--- config.mk ---
export PLATFORM = sky130hd
export DESIGN_NAME = spi_frame_tx
export DESIGN_NICKNAME = d
export VERILOG_FILES = /design/src/rtl/spi_frame_tx.sv
export SDC_FILE = /design/constraint.sdc
export NUM_CORES = 1
export LEC_CHECK = 0
export BUFFER_PORTS_ARGS = -buffer_cell sky130_fd_sc_hd__buf_4
export CELL_PAD_IN_SITES_DETAIL_PLACEMENT = 1
export CELL_PAD_IN_SITES_GLOBAL_PLACEMENT = 1
export CORE_ASPECT_RATIO = 2
export CORE_MARGIN = 2
export CORE_UTILIZATION = 40
export DETAILED_ROUTE_END_ITERATION = 16
export GPL_TIMING_DRIVEN = 0
export PLACE_DENSITY_LB_ADDON = 0.05
export SLEW_MARGIN = 20
export SYNTH_ARGS = -nofsm -noshare
export SYNTH_HDL_FRONTEND = slang
export SYNTH_SLANG_ARGS = --single-unit
--- constraint.sdc ---
create_clock -name clk -period 3.3 [get_ports clk]
set_input_delay 0.165 -clock clk [delete_from_list [all_inputs] [get_ports clk]]
set_output_delay 0.165 -clock clk [all_outputs]
set_load 0.005 [all_outputs]
--- src/rtl/spi_frame_tx.sv ---
// -----------------------------------------------------------------------------
// spi_frame_tx
//
// SPI-slave trace frame transmitter. Trace words from the packetiser are
// buffered in a FIFO. They are returned to the SPI host in fixed frames. Each
// frame is one header byte followed by FRAME_WORDS words. The host can send
// command bytes on MOSI: a resync byte, and a frame START that also carries
// the trace port width. SCLK, CS_N and MOSI are oversampled in the clk domain,
// so the whole block runs on a single clock.
//
// Parameters
//   WORD_W       trace word width in bits (multiple of 8, 8..32)
//   FRAME_WORDS  data words per frame (1..15)
//   FIFO_DEPTH   input FIFO depth in words (power of 2, >= FRAME_WORDS)
//   SYNC_BYTE    host resync byte
//   LED_W        activity LED stretch counter width
//
// Ports
//   clk          system clock, at least 4x the SCLK frequency
//   rst          synchronous reset, active high
//   spi_sclk     SPI clock from the host (asynchronous)
//   spi_cs_n     SPI chip select, active low (asynchronous)
//   spi_mosi     host -> block serial data
//   spi_miso     block -> host serial data
//   in_data      trace word to buffer
//   in_valid     in_data is valid
//   in_ready     FIFO can accept a word; a transfer happens on in_valid & in_ready
//   sync_in      trace sync status, reported in the frame header
//   width        trace port width set by the host (0,1: 1 pin; 2: 2 pins; 3: 4 pins)
//   frame_reset  one-cycle pulse when the resync byte is received
//   active_led   high while real data was sent in the last 2^LED_W-1 cycles
//   fifo_level   current FIFO occupancy
// -----------------------------------------------------------------------------
module spi_frame_tx #(
    parameter int         WORD_W      = 16,
    parameter int         FRAME_WORDS = 8,
    parameter int         FIFO_DEPTH  = 16,
    parameter logic [7:0] SYNC_BYTE   = 8'hA5,
    parameter int         LED_W       = 16
) (
    input  logic                          clk,
    input  logic                          rst,
    input  logic                          spi_sclk,
    input  logic                          spi_cs_n,
    input  logic                          spi_mosi,
    output logic                          spi_miso,
    input  logic [WORD_W-1:0]             in_data,
    input  logic                          in_valid,
    output logic                          in_ready,
    input  logic                          sync_in,
    output logic [1:0]                    width,
    output logic                          frame_reset,
    output logic                          active_led,
    output logic [$clog2(FIFO_DEPTH):0]   fifo_level
);

    localparam int AW   = $clog2(FIFO_DEPTH);
    localparam int LW   = AW + 1;
    localparam int BC_W = $clog2(WORD_W + 1);
    localparam int WC_W = $clog2(FRAME_WORDS + 1);

    typedef enum logic [1:0] {
        TX_IDLE,
        TX_HDR,
        TX_DATA
    } tx_state_t;

    // -------------------------------------------------------------------------
    // Input synchronisers and SCLK edge detection
    // -------------------------------------------------------------------------
    logic [1:0] sclk_sync;
    logic [1:0] cs_sync;
    logic [1:0] mosi_sync;
    logic       sclk_prev;

    // NOTE: sequential state is always assigned with <= so that every flop
    // samples the pre-edge value of its neighbours; a blocking = here would
    // collapse the two synchroniser stages into one.
    always_ff @(posedge clk) begin
        if (rst) begin
            sclk_sync <= 2'b00;
            cs_sync   <= 2'b11;
            mosi_sync <= 2'b00;
            sclk_prev <= 1'b0;
        end else begin
            sclk_sync <= {sclk_sync[0], spi_sclk};
            cs_sync   <= {cs_sync[0], spi_cs_n};
            mosi_sync <= {mosi_sync[0], spi_mosi};
            sclk_prev <= sclk_sync[1];
        end
    end

    logic cs_active;
    logic mosi_s;
    logic sclk_rise;
    logic sclk_fall;

    // All three inputs pass the same synchroniser depth, so they stay aligned.
    // Edges only count while the host has the block selected.
    assign cs_active = ~cs_sync[1];
    assign mosi_s    = mosi_sync[1];
    assign sclk_rise = cs_active &  sclk_sync[1] & ~sclk_prev;
    assign sclk_fall = cs_active & ~sclk_sync[1] &  sclk_prev;

    // -------------------------------------------------------------------------
    // Input FIFO
    // -------------------------------------------------------------------------
    logic [WORD_W-1:0] mem [FIFO_DEPTH];
    logic [AW-1:0]     wr_ptr;
    logic [AW-1:0]     rd_ptr;
    logic [LW-1:0]     count;
    logic              push;
    logic              pop;

    assign in_ready   = (count != LW'(FIFO_DEPTH));
    assign push       = in_valid & in_ready;
    assign fifo_level = count;

    // NOTE: the storage array has no reset. Only pointers and count are
    // cleared, which is enough to make the contents unreachable, and the array
    // can then map onto plain RAM.
    always_ff @(posedge clk) begin
        if (push) begin
            mem[wr_ptr] <= in_data;
        end
    end

    always_ff @(posedge clk) begin
        if (rst) begin
            wr_ptr <= '0;
            rd_ptr <= '0;
            count  <= '0;
        end else begin
            if (push) begin
                wr_ptr <= wr_ptr + AW'(1);
            end
            if (pop) begin
                rd_ptr <= rd_ptr + AW'(1);
            end
            case ({push, pop})
                2'b10:   count <= count + LW'(1);
                2'b01:   count <= count - LW'(1);
                default: count <= count;
            endcase
        end
    end

    // -------------------------------------------------------------------------
    // RX: command byte decode (MOSI sampled on SCLK falling edge)
    // -------------------------------------------------------------------------
    logic [7:0] rx_sr;
    logic [2:0] rx_cnt;
    logic [7:0] rx_next;
    logic       rx_sync_hit;
    logic       start_det;

    assign rx_next     = {rx_sr[6:0], mosi_s};
    assign rx_sync_hit = (rx_next == SYNC_BYTE);

    // A START is 1010_xxx0 and only counts on a byte boundary. The resync byte
    // takes priority because it realigns the byte boundary.
    assign start_det = sclk_fall & ~rx_sync_hit & (rx_cnt == 3'd7) &
                       (rx_next != 8'h00) &
                       ({rx_next[7:4], rx_next[0]} == 5'b1010_0);

    always_ff @(posedge clk) begin
        if (rst) begin
            rx_sr       <= 8'h00;
            rx_cnt      <= 3'd0;
            width       <= 2'd3;
            frame_reset <= 1'b0;
        end else begin
            frame_reset <= 1'b0;
            if (!cs_active) begin
                rx_sr  <= 8'h00;
                rx_cnt <= 3'd0;
            end else if (sclk_fall) begin
                rx_sr <= rx_next;
                if (rx_sync_hit) begin
                    rx_cnt      <= 3'd0;
                    frame_reset <= 1'b1;
                end else begin
                    rx_cnt <= rx_cnt + 3'd1;
                end
                if (start_det) begin
                    width <= rx_next[3:2];
                end
            end
        end
    end

    // -------------------------------------------------------------------------
    // TX: frame sequencer (MISO updated on SCLK rising edge)
    // -------------------------------------------------------------------------
    tx_state_t         state;
    logic [WORD_W-1:0] tx_sr;
    logic [BC_W-1:0]   bit_cnt;
    logic [WC_W-1:0]   word_cnt;
    logic              real_q;
    logic              start_pend;
    logic [LED_W-1:0]  led_cnt;

    // Bytes go out least-significant byte first, each byte MSB first. The
    // word is byte-reversed once so the shifter only ever sends MSB first.
    function automatic logic [WORD_W-1:0] byte_swap(input logic [WORD_W-1:0] w);
        logic [WORD_W-1:0] r;
        r = '0;
        for (int i = 0; i < WORD_W / 8; i++) begin
            r[WORD_W-1-8*i -: 8] = w[8*i +: 8];
        end
        return r;
    endfunction

    logic              hdr_real;
    logic [7:0]        hdr_byte;
    logic [WORD_W-1:0] hdr_word;
    logic [WORD_W-1:0] data_word;
    logic              last_word;
    logic              enter_hdr;
    logic              word_load;

    // NOTE: every signal of an always_comb block gets a default first, so no
    // path leaves it unassigned and no latch is inferred.
    always_comb begin
        hdr_real  = (count >= LW'(FRAME_WORDS));
        hdr_byte  = {~hdr_real, 4'h0, width, sync_in};
        hdr_word  = '0;
        hdr_word[WORD_W-1 -: 8] = hdr_byte;
        data_word = '0;
        if (real_q && count != '0) begin
            data_word = byte_swap(mem[rd_ptr]);
        end
        last_word = (word_cnt == WC_W'(FRAME_WORDS - 1));
        // A pending START overrides whatever the frame was doing; otherwise a
        // header follows IDLE or the last bit of the last data word.
        enter_hdr = sclk_rise &
                    (start_pend || state == TX_IDLE ||
                     (state == TX_DATA && bit_cnt == BC_W'(WORD_W) && last_word));
        word_load = sclk_rise & ~enter_hdr &
                    ((state == TX_HDR  && bit_cnt == BC_W'(8)) ||
                     (state == TX_DATA && bit_cnt == BC_W'(WORD_W)));
        // A real frame was committed with enough words, so it never underruns;
        // the count check only guards against popping an empty FIFO.
        pop       = word_load & real_q & (count != '0);
    end

    always_ff @(posedge clk) begin
        if (rst) begin
            state      <= TX_IDLE;
            spi_miso   <= 1'b0;
            tx_sr      <= '0;
            bit_cnt    <= '0;
            word_cnt   <= '0;
            real_q     <= 1'b0;
            start_pend <= 1'b0;
        end else if (!cs_active) begin
            state      <= TX_IDLE;
            spi_miso   <= 1'b0;
            tx_sr      <= '0;
            bit_cnt    <= '0;
            word_cnt   <= '0;
            real_q     <= 1'b0;
            start_pend <= 1'b0;
        end else begin
            // START arrives on a falling edge; the restart waits for the next
            // rising edge so the header carries the new width.
            if (start_det) begin
                start_pend <= 1'b1;
            end
            if (enter_hdr) begin
                state      <= TX_HDR;
                real_q     <= hdr_real;
                spi_miso   <= hdr_word[WORD_W-1];
                tx_sr      <= hdr_word << 1;
                bit_cnt    <= BC_W'(1);
                word_cnt   <= '0;
                start_pend <= 1'b0;
            end else if (word_load) begin
                state    <= TX_DATA;
                spi_miso <= data_word[WORD_W-1];
                tx_sr    <= data_word << 1;
                bit_cnt  <= BC_W'(1);
                word_cnt <= (state == TX_HDR) ? '0 : word_cnt + WC_W'(1);
            end else if (sclk_rise) begin
                spi_miso <= tx_sr[WORD_W-1];
                tx_sr    <= tx_sr << 1;
                bit_cnt  <= bit_cnt + BC_W'(1);
            end
        end
    end

    // -------------------------------------------------------------------------
    // Activity LED stretcher
    // -------------------------------------------------------------------------
    always_ff @(posedge clk) begin
        if (rst) begin
            led_cnt <= '0;
        end else if (real_q && state != TX_IDLE) begin
            led_cnt <= '1;
        end else if (led_cnt != '0) begin
            led_cnt <= led_cnt - LED_W'(1);
        end
    end

    assign active_led = (led_cnt != '0);

endmodule

Word level (Yosys, flattened, before mapping)
Memory sizes are Yosys's and may differ from the RTL's. A register that Yosys moved wholly into a read port is not among the register bits.
Cells that the tools add are included.
{"block": "classes", "bitwise_logic": 21, "n_eq_ne": 11, "n_reduce_logical": 23, "add_sub_neg": 8, "order_cmp": 1, "mux": 22}
{"operator": "16-bit two-way mux", "n": 5}
{"operator": "16-bit nonzero test", "n": 1}
{"operator": "16-bit by 1-bit subtractor with 16-bit output, second input constant", "n": 1}
{"operator": "1-bit bitwise AND", "n": 14}
{"operator": "4-bit by 1-bit adder with 4-bit output, second input constant", "n": 3}
{"operator": "12-bit two-way mux", "n": 1}
{"operator": "4-bit two-way mux", "n": 3}
{"operator": "1-bit two-way mux", "n": 11}
{"operator": "5-bit by 1-bit adder with 5-bit output, second input constant", "n": 2}
{"operator": "5-bit equality test, second input constant", "n": 2}
{"operator": "5-bit one-hot mux with 2 select lines", "n": 1}
{"operator": "2-bit nonzero test", "n": 5}
{"operator": "8-bit equality test, second input constant", "n": 1}
{"operator": "8-bit nonzero test", "n": 1}
{"operator": "1-bit inverter", "n": 7}
{"operator": "3-bit OR reduction", "n": 2}
{"operator": "5-bit by 4-bit equality test with 1-bit output, second input constant", "n": 1}
{"operator": "5-bit by 4-bit >= comparator with 1-bit output, second input constant", "n": 1}
{"operator": "1-bit logical AND", "n": 5}
{"operator": "5-bit inequality test, second input constant", "n": 1}
{"operator": "5-bit nonzero test", "n": 1}
{"operator": "5-bit by 1-bit subtractor with 5-bit output, second input constant", "n": 1}
{"operator": "2-bit by 1-bit equality test with 1-bit output, second input constant", "n": 2}
{"operator": "2-bit equality test, second input constant", "n": 2}
{"operator": "10 further kinds", "n": 12}
{"block": "word_totals", "wordCells": 109, "ff_bits": 78, "ramBits": 256, "n_memories": 1}
{"name": "mem", "words": 16, "width": 16, "rd": 1, "rd_ports_with_merged_regs": 1, "write_ports": 1, "line_no": "108", "source": "logic [WORD_W-1:0] mem [FIFO_DEPTH];"}

Longest topological paths before layout
Gate-level depths: netlist of the first run.
{"block": "depth", "word_depth": 12, "ltp_mapped": 14, "ltp_nobuf": 13}

Least setup slack after synthesis of the first run
OpenSTA, ideal clock, no wires.
{"block": "synth_timing", "kind": "register to register", "from": "register count[1], in the netlist fifo_level[1]", "to": "memory mem[3][0] (enable)", "path_slack_ps": 247, "t_arrival_ps": 2644, "required_time_ps": 2891, "path_stages_with_launch": 6, "cell_sequence": "dfxtp_1 clkbuf_1 nor4_1 a21boi_1 nand2_1 nor3_1"}
{"block": "synth_between", "elab_chain_len": 4}
{"item": "start: declaration", "line_no": "111", "source": "logic [LW-1:0] count;"}
{"item": "start signal: assignment", "line_no": "141", "source": "2'b10: count <= count + LW'(1);"}
{"item": "start signal: assignment", "line_no": "142", "source": "2'b01: count <= count - LW'(1);"}
{"item": "start signal: assignment", "line_no": "143", "source": "default: count <= count;"}
{"item": "5-bit inequality test", "line_no": "115", "source": "assign in_ready = (count != LW'(FIFO_DEPTH));"}
{"item": "1-bit bitwise AND", "line_no": "116", "source": "assign push = in_valid & in_ready;"}
{"item": "1-bit two-way mux", "line_no": "123", "source": "if (push) begin"}
{"item": "1-bit two-way mux (implied by the code)", "line_no": "124", "source": "mem[wr_ptr] <= in_data;"}
{"item": "end: declaration", "line_no": "108"}
Every way passes these cells.

Final worst setup path of the first run
{"block": "layout_timing", "from": "register sclk_sync[1]", "to": "register count[4], in the netlist fifo_level[4]"}
{"block": "layout_between", "elab_chain_len": 10, "elab_cells_between_ends": 12, "classes_between": "eq/ne (2); mux (1); bitwise (8); reduce/logical (1)"}
{"item": "start: declaration", "line_no": "71", "source": "logic [1:0] sclk_sync;"}
{"item": "start signal: assignment", "line_no": "86", "source": "sclk_sync <= {sclk_sync[0], spi_sclk};"}
{"item": "1-bit bitwise AND * (2 in series)", "line_no": "102", "source": "assign sclk_rise = cs_active & sclk_sync[1] & ~sclk_prev;"}
{"item": "1-bit bitwise AND", "line_no": "236", "source": "enter_hdr = sclk_rise &"}
{"item": "1-bit inverter", "line_no": "239", "source": "word_load = sclk_rise & ~enter_hdr &"}
{"item": "1-bit bitwise AND * (2 in series)", "line_no": "239"}
{"item": "1-bit bitwise AND * (2 in series)", "line_no": "244", "source": "pop = word_load & real_q & (count != '0);"}
{"item": "2-bit by 1-bit equality test with 1-bit output / 2-bit equality test (equally long branches)", "line_no": "140", "source": "case ({push, pop})"}
{"item": "5-bit one-hot mux with 2 select lines / 2-bit nonzero test (equally long branches)"}
Mark *: on every way between the ends. The rest lies on a longest branch, timed or not.
A chain may end at the register's enable or synchronous reset.

==> results of run 1 <==
## final timing paths
path	from	endpoint	slack [ns]	cells past startpoint
max	sclk_sync[1]	fifo_level[4]	0.11	11
min	in_valid	fifo_level[3]	0.17	5
max reg2reg	sclk_sync[1]	fifo_level[4]	0.11	11
min reg2reg	cs_sync[0]	cs_sync[1]	0.42	1
## through the flow
stage / TNS [ns] / utilization [%] / power [uW] / setup WS, ns
floorplan: 0 / - / 5360 / 0.247
global placement: -197.77 / 42.6 / 5560 / -1.65
detailed placement: -3.71 / 43.3 / 5630 / -0.307
CTS: -0.0614 / 47.2 / 9350 / -0.0614
global route: -0.0690 / 47.3 / 9580 / -0.0534
finish: 0 / 47.3 / 9240 / 0.115
## state kept, by name, indices dropped and copies added, names as in the netlist, named ones only
register,count
bit_cnt,5
cs_sync,2
fifo_level,5
frame_reset,1
led_cnt,16
mem,256
mosi_sync,2
rd_ptr,4
real_q,1
rx_cnt,3
rx_sr,7
sclk_prev,1
sclk_sync,2
spi_miso,1
start_pend,1
state,2
tx_sr,15
width,2
word_cnt,4
wr_ptr,4
## timing repair
item                       CTS  global route
setup buffers                0             1
hold endpoints to repair   260             0
resized for setup            7            12
setup endpoints to repair   36             4
pin swaps                    0             1
hold buffers                20             0
## cells in the final DEF (no fill, tap or decap), types with 8 or more instances in the layout
| master | n |
|---|---|
| o211ai_1 | 11 |
| nand2_1 | 63 |
| clkbuf_16 | 35 |
| buf_4 | 41 |
| nor2_4 | 12 |
| inv_1 | 9 |
| nor2b_1 | 19 |
| mux4_2 | 66 |
| mux2_2 | 10 |
| ha_1 | 13 |
| edfxtp_1 | 256 |
| nand3_1 | 13 |
| o21ai_0 | 14 |
| a21oi_1 | 66 |
| mux2i_1 | 19 |
| clkbuf_1 | 35 |
| buf_2 | 10 |
| dlygate4sd3_1 | 20 |
| xnor2_1 | 8 |
| nor2_1 | 42 |
| nor3_1 | 9 |
| dfxtp_1 | 82 |
| xor2_1 | 15 |
## final cells by class
type	count	area, um2	share of cell area [%]
clock inverter	17	106	0.673
clock buffer	45	953	6.03
timing repair buffer	65	586	3.71
multi-input combinational	460	4060	25.7
tap	436	546	3.45
buffer	44	190	1.20
inverter	9	33.8	0.214
sequential	338	9330	59.0
## critical path, delay by kind of cell (launching register included)
kind,cells,cell delay (ns)
AO/OA/AOI/OAI,2,0.31
adder cells (fa/ha/maj),1,0.28
buffers and inverters,2,0.41
flip-flops,1,0.37
multiplexers,1,0.11
AND/OR/NAND/NOR,5,1.64
## cell usage after synthesis (3+ instances only)
library cell and instances:
or4_1 4, dfxtp_1 82, nand2_1 63, clkbuf_1 35, a211oi_1 7, nor4bb_1 3, xnor2_1 8, o211ai_1 11
o21ai_0 14, nor3_1 14, nand2b_1 6, a22oi_1 6, mux2_2 10, edfxtp_1 256, and2_1 3, buf_2 10
nor2b_1 19, xor2_1 15, ha_1 14, nor4_1 5, a31oi_1 3, nand3b_1 3, mux2i_1 19, inv_1 9
mux4_2 66, nand4_1 6, a21oi_1 67, or2_2 3, nand3_1 13, nor2_1 54
## metal layers
layer  wire length, um  vias up  share of wire [%]  track usage, %
met5                 0        -                  0               0
met4              1300        0                3.8            8.71
met3              1030       62                3.0            2.58
met2             19700      138                 58            39.1
met1             11900     3923                 35            20.8
li1                  -     3486                  -               -
## power by group
| group | switching [uW] | internal [uW] | leakage [uW] |
|---|---|---|---|
| Clock | 1630 | 2050 | 0.000522 |
| Sequential | 92.2 | 4690 | 0.00298 |
| Combinational | 435 | 332 | 0.00150 |
## logic make-up (layout without fill, tap and decap cells)
kind of cell             count (synthesis)  after routing  share of synthesized area [%]
AO/OA/AOI/OAI                          117            117                           5.01
XOR/XNOR                                23             23                           1.50
adder cells (fa/ha/maj)                 14             14                           1.30
buffers and inverters                   54            180                           1.60
flip-flops                             338            338                           69.4
multiplexers                            95             95                           13.3
AND/OR/NAND/NOR                        211            211                           7.89
==> flow_summary.yaml, run 1 <==
timing:
  slew_violations: 0
  hold_viol: 0
  hold_slack_ns: 0.170
  period_needed_ns: 3.19
  fin_crit_sh_pct: 96.5
  tightestPinTransition_ns: 1.02
  finClkSkew_ns: 0.0274
  relSlewSlack_pct: 32.3
  fmax_mhz: 314
  setup_viol: 0
grt:
  antenna_found_initial: 0
  grt_pass1_wl_um: 52000
  grtUsageTotal_pct: 20.0
  grt_max_degree: 17
  grt.overflow.total: 0
  grt_pass1_vias: 8669
cells_and_area:
  antenna_cells: 0
  synthToLayoutAreaGrowth_pct: 17.6
  final_cell_area_mm2: 0.0158
  nNetsFinal: 989
  drive_gt1_share_pct: 22.0
  fill_cells: 3306
  layoutNonFillerInstCount: 1414
routing:
  drt_iter0_drc: 294
  antenna_left: 0
  firstDrtPassIters: 4
  num_vias: 7609
  wl_um: 33900
  wl_per_cell_um: 24.0
  drc: 0
  viasPerCell: 5.38
setup_path:
  worstPathArrival_ns: 3.63
  critical_path_peak_fanout: 10
  cp_slowest_stage_delay_ns: 0.49
  critical_path.most_common_cell: "a21oi_1"
  critPathKind: "reg -> reg"
  cp_slowest_cell: "or4_1"
  path_cells: "or3b_4 > or4_1 > buf_2 > nor3b_4 > buf_6 > and2_1 > ha_1 > a21oi_1 > mux2i_1 > or3_1 > a21oi_1"
  crit_required_ns: 3.75
  crit_path_start_kind: "register"
  end_kind: "register"
die:
  die_h_um: 263
  start_util_pct: 40.3
  ios: 34
  num_rows: 95
  coreArea_mm2: 0.0334
  die_area_mm2: 0.0352
  die_w_um: 134
run_status:
  status: "complete, no violations"
synth:
  syn_area_mm2: 0.0134
  yosysTopAreaCellShare_pct: 57.2
  synth_nets: 889
  synthCells: 852
  synthTopCellsByArea: "edfxtp_1 (57%), dfxtp_1 (12%), mux4_2 (11%), a21oi_1 (2.5%), nand2_1 (1.8%)"
  synth-seq-cells: 338
  ys_seq_area_share_pct: 69.4
  synth_edf_count: 256
  synth_cell_type_count: 47
  yosysTopAreaCell: "edfxtp_1"
  yosys_warnings: 0
  synthFlopType: "edfxtp_1"
  syn_avg_cell_area_um2: 15.8
  async_flop_share_pct: 0
clock_tree:
  cts_buffer_depth: 3
  cts_tree: "done"
  cts-root-buf: "clkbuf_16"
  cts-htree-levels: 2
  clk_pin_slew_ns: 0.06
  clk_latency_ns: 0.54
  cts_sinks: 338
  cts_buffers: 34
power:
  p_per_area_mw_per_mm2: 585
  ir_worst_vdd_mv: 0.424
  leakagePower_uw: 0.00500
hold_path:
  hp-class: "in -> reg"
placed_design:
  gp_congestion: 0.777
  placed_area_mm2: 0.0145
  dp_cells: 1332
  portBuffers: 33
  post-dp-hpwl_um: 23500
job:
  drv_cap: 0
Power figures use the tool's default switching activity.
==> run 2: changes to the inputs <==
- RECOVER_POWER: default -> 50
==> run 2 against run 1 <==
Effect of this change:
- critical path depth did not move
- non-clock buffer count is the same
- via count rose by 0.22%
- worst setup slack lost 0.0033 ns
- combinational power is 1% lower
- total power hardly changed
- clock power about the same
- global-route usage stayed put
- hold slack got worse by 0.0024 ns
- core utilization fell by 0.19 points
- critical path type unchanged
- critical endpoint unchanged
- largest cell class unchanged
==> flow_summary.yaml, run 2 (synthesis gave the netlist of run 1 again) <==
setup_path:
  path_depth: 11
  end_kind: "register"
  crit_end: "fifo_level[4]"
  crit_path_start_kind: "register"
  r2r_slack_ns: 0.11
  critPathKind: "reg -> reg"
  ff2ff_path_depth: 11
  crit_required_ns: 3.75
  worstSetupStartpoint: "sclk_sync[1]"
  worstPathArrival_ns: 3.64
  critPathTopFamily: "simple AND/OR/NAND/NOR gates"
  path_cells: "or3b_4 > or4_1 > buf_2 > nor3b_4 > buf_6 > and2_1 > ha_1 > a21oi_1 > mux2i_1 > or3_1 > a21oi_1"
  critical_path_peak_fanout: 10
  cp_slowest_cell: "or4_1"
  critical_path.most_common_cell: "a21oi_1"
  r2r-end: "fifo_level[4]"
  cp_slowest_stage_delay_ns: 0.49
  r2r_start: "sclk_sync[1]"
  crit_buf_inv: 2
clock_tree:
  cts_tree: "done"
  cts_buffers: 34
  cts_buffer_depth: 3
  clk_pin_slew_ns: 0.06
  cts-htree-levels: 2
  clk_latency_ns: 0.54
  cts_sinks: 338
  cts-root-buf: "clkbuf_16"
cells_and_area:
  synthToLayoutAreaGrowth_pct: 17.1
  reg_top3: "mem (256), led_cnt (16), tx_sr (15)"
  final_cell_mix: "edfxtp_1 (256), dfxtp_1 (82), a21oi_1 (66), mux4_2 (66), nand2_1 (63)"
  final_common_cell: "edfxtp_1"
  layoutNonFillerInstCount: 1414
  antenna_cells: 0
  nNetsFinal: 989
  largest_reg_flops: 256
  regMostFlops: "mem"
  drive_gt1_share_pct: 20.1
placed_design:
  gp_congestion: 0.777
  portBuffers: 33
  post-dp-hpwl_um: 23500
  dp_cells: 1332
die:
  die_h_um: 263
  ios: 34
  die_area_mm2: 0.0352
  coreArea_mm2: 0.0334
  start_util_pct: 40.3
  die_w_um: 134
  num_rows: 95
timing:
  setup_viol: 0
  period_needed_ns: 3.19
  hold_slack_ns: 0.167
  finClkSkew_ns: 0.0280
  slew_violations: 0
  fmax_mhz: 314
  relSlewSlack_pct: 31.4
  fin_crit_sh_pct: 96.6
  hold_viol: 0
  finalSetupTns_ns: 0
  tightestPinTransition_ns: 1.03
grt:
  grtUsageTotal_pct: 20.0
  antenna_found_initial: 0
  grt_pass1_wl_um: 52000
  grt_max_degree: 17
  grt_pass1_vias: 8669
  grt.overflow.total: 0
power:
  ir_worst_vdd_mv: 0.422
  p_per_area_mw_per_mm2: 587
  leakagePower_uw: 0.00493
  power_uw: 9230
routing:
  drt_iter0_drc: 283
  drc: 0
  wl_per_cell_um: 24.0
  firstDrtPassIters: 4
  antenna_left: 0
  num_vias: 7626
  wl_um: 33900
  viasPerCell: 5.39
run_status:
  status: "complete, no violations"
job:
  drv_cap: 0
hold_path:
  hp-class: "in -> reg"
  hold_depth: 5
[run 2: worst min-delay path by stage]
| stage | end | start |
|---|---|---|
| after floorplan | mem[0][0] | in_data[0] |
| after global placement | cs_sync[0] | spi_cs_n |
| after detailed placement | cs_sync[0] | spi_cs_n |
| after CTS | fifo_level[3] | in_valid |
| after global routing | fifo_level[3] | in_valid |
| final | fifo_level[3] | in_valid |
[run 2: final cells by class]
class	instances	area [um2]
plain buffers	44	189
well taps	436	546
clock inverters	17	106
multi-input cells	460	4060
flip-flops and latches	338	9330
repair buffers	65	522
inverters	9	33.8
fillers	3310	17700
clock buffers	45	953
[run 2: worst min-delay path, stage by stage]
cell and delay, ns:
buf_4 0.09, nand4b_1 0.16, o31ai_4 0.08, nand2_1 0.06
o211ai_1 0.07
[run 2: report_power, final]
group          leakage, uW  internal [uW]  switching [uW]
sequential         0.00298           4700            92.1
clock             0.000522           2050            1640
combinational      0.00143            323             436
[run 2: through the flow]
| step | setup WS [ns] | util [%] | area, um2 |
|---|---|---|---|
| 2_1_floorplan | 0.247 | - | 13400 |
| 3_3_place_gp | -1.65 | 42.6 | 14200 |
| 3_5_place_dp | -0.307 | 43.3 | 14500 |
| 4_1_cts | -0.0614 | 47.2 | 15800 |
| 5_1_grt | -0.0534 | 47.1 | 15700 |
| 6_report | 0.111 | 47.1 | 15700 |
[run 2: repair_timing]
item	4_1_cts	5_1_grt
endpoints found under the hold margin	260	0
hold buffers	20	0
pin swaps	0	1
setup buffers	0	1
setup endpoints to repair	36	4
resized for setup	7	12
[run 2: per-layer routing]
metal  wire (um)  up-vias  share of wire, %  track usage, %
met1       12100     3963                36            20.8
li1            -     3483                 -               -
met2       19700      118                58            39.1
met4        1310        0               3.9            8.71
met3         845       62               2.5            2.58
met5           0        -                 0               0
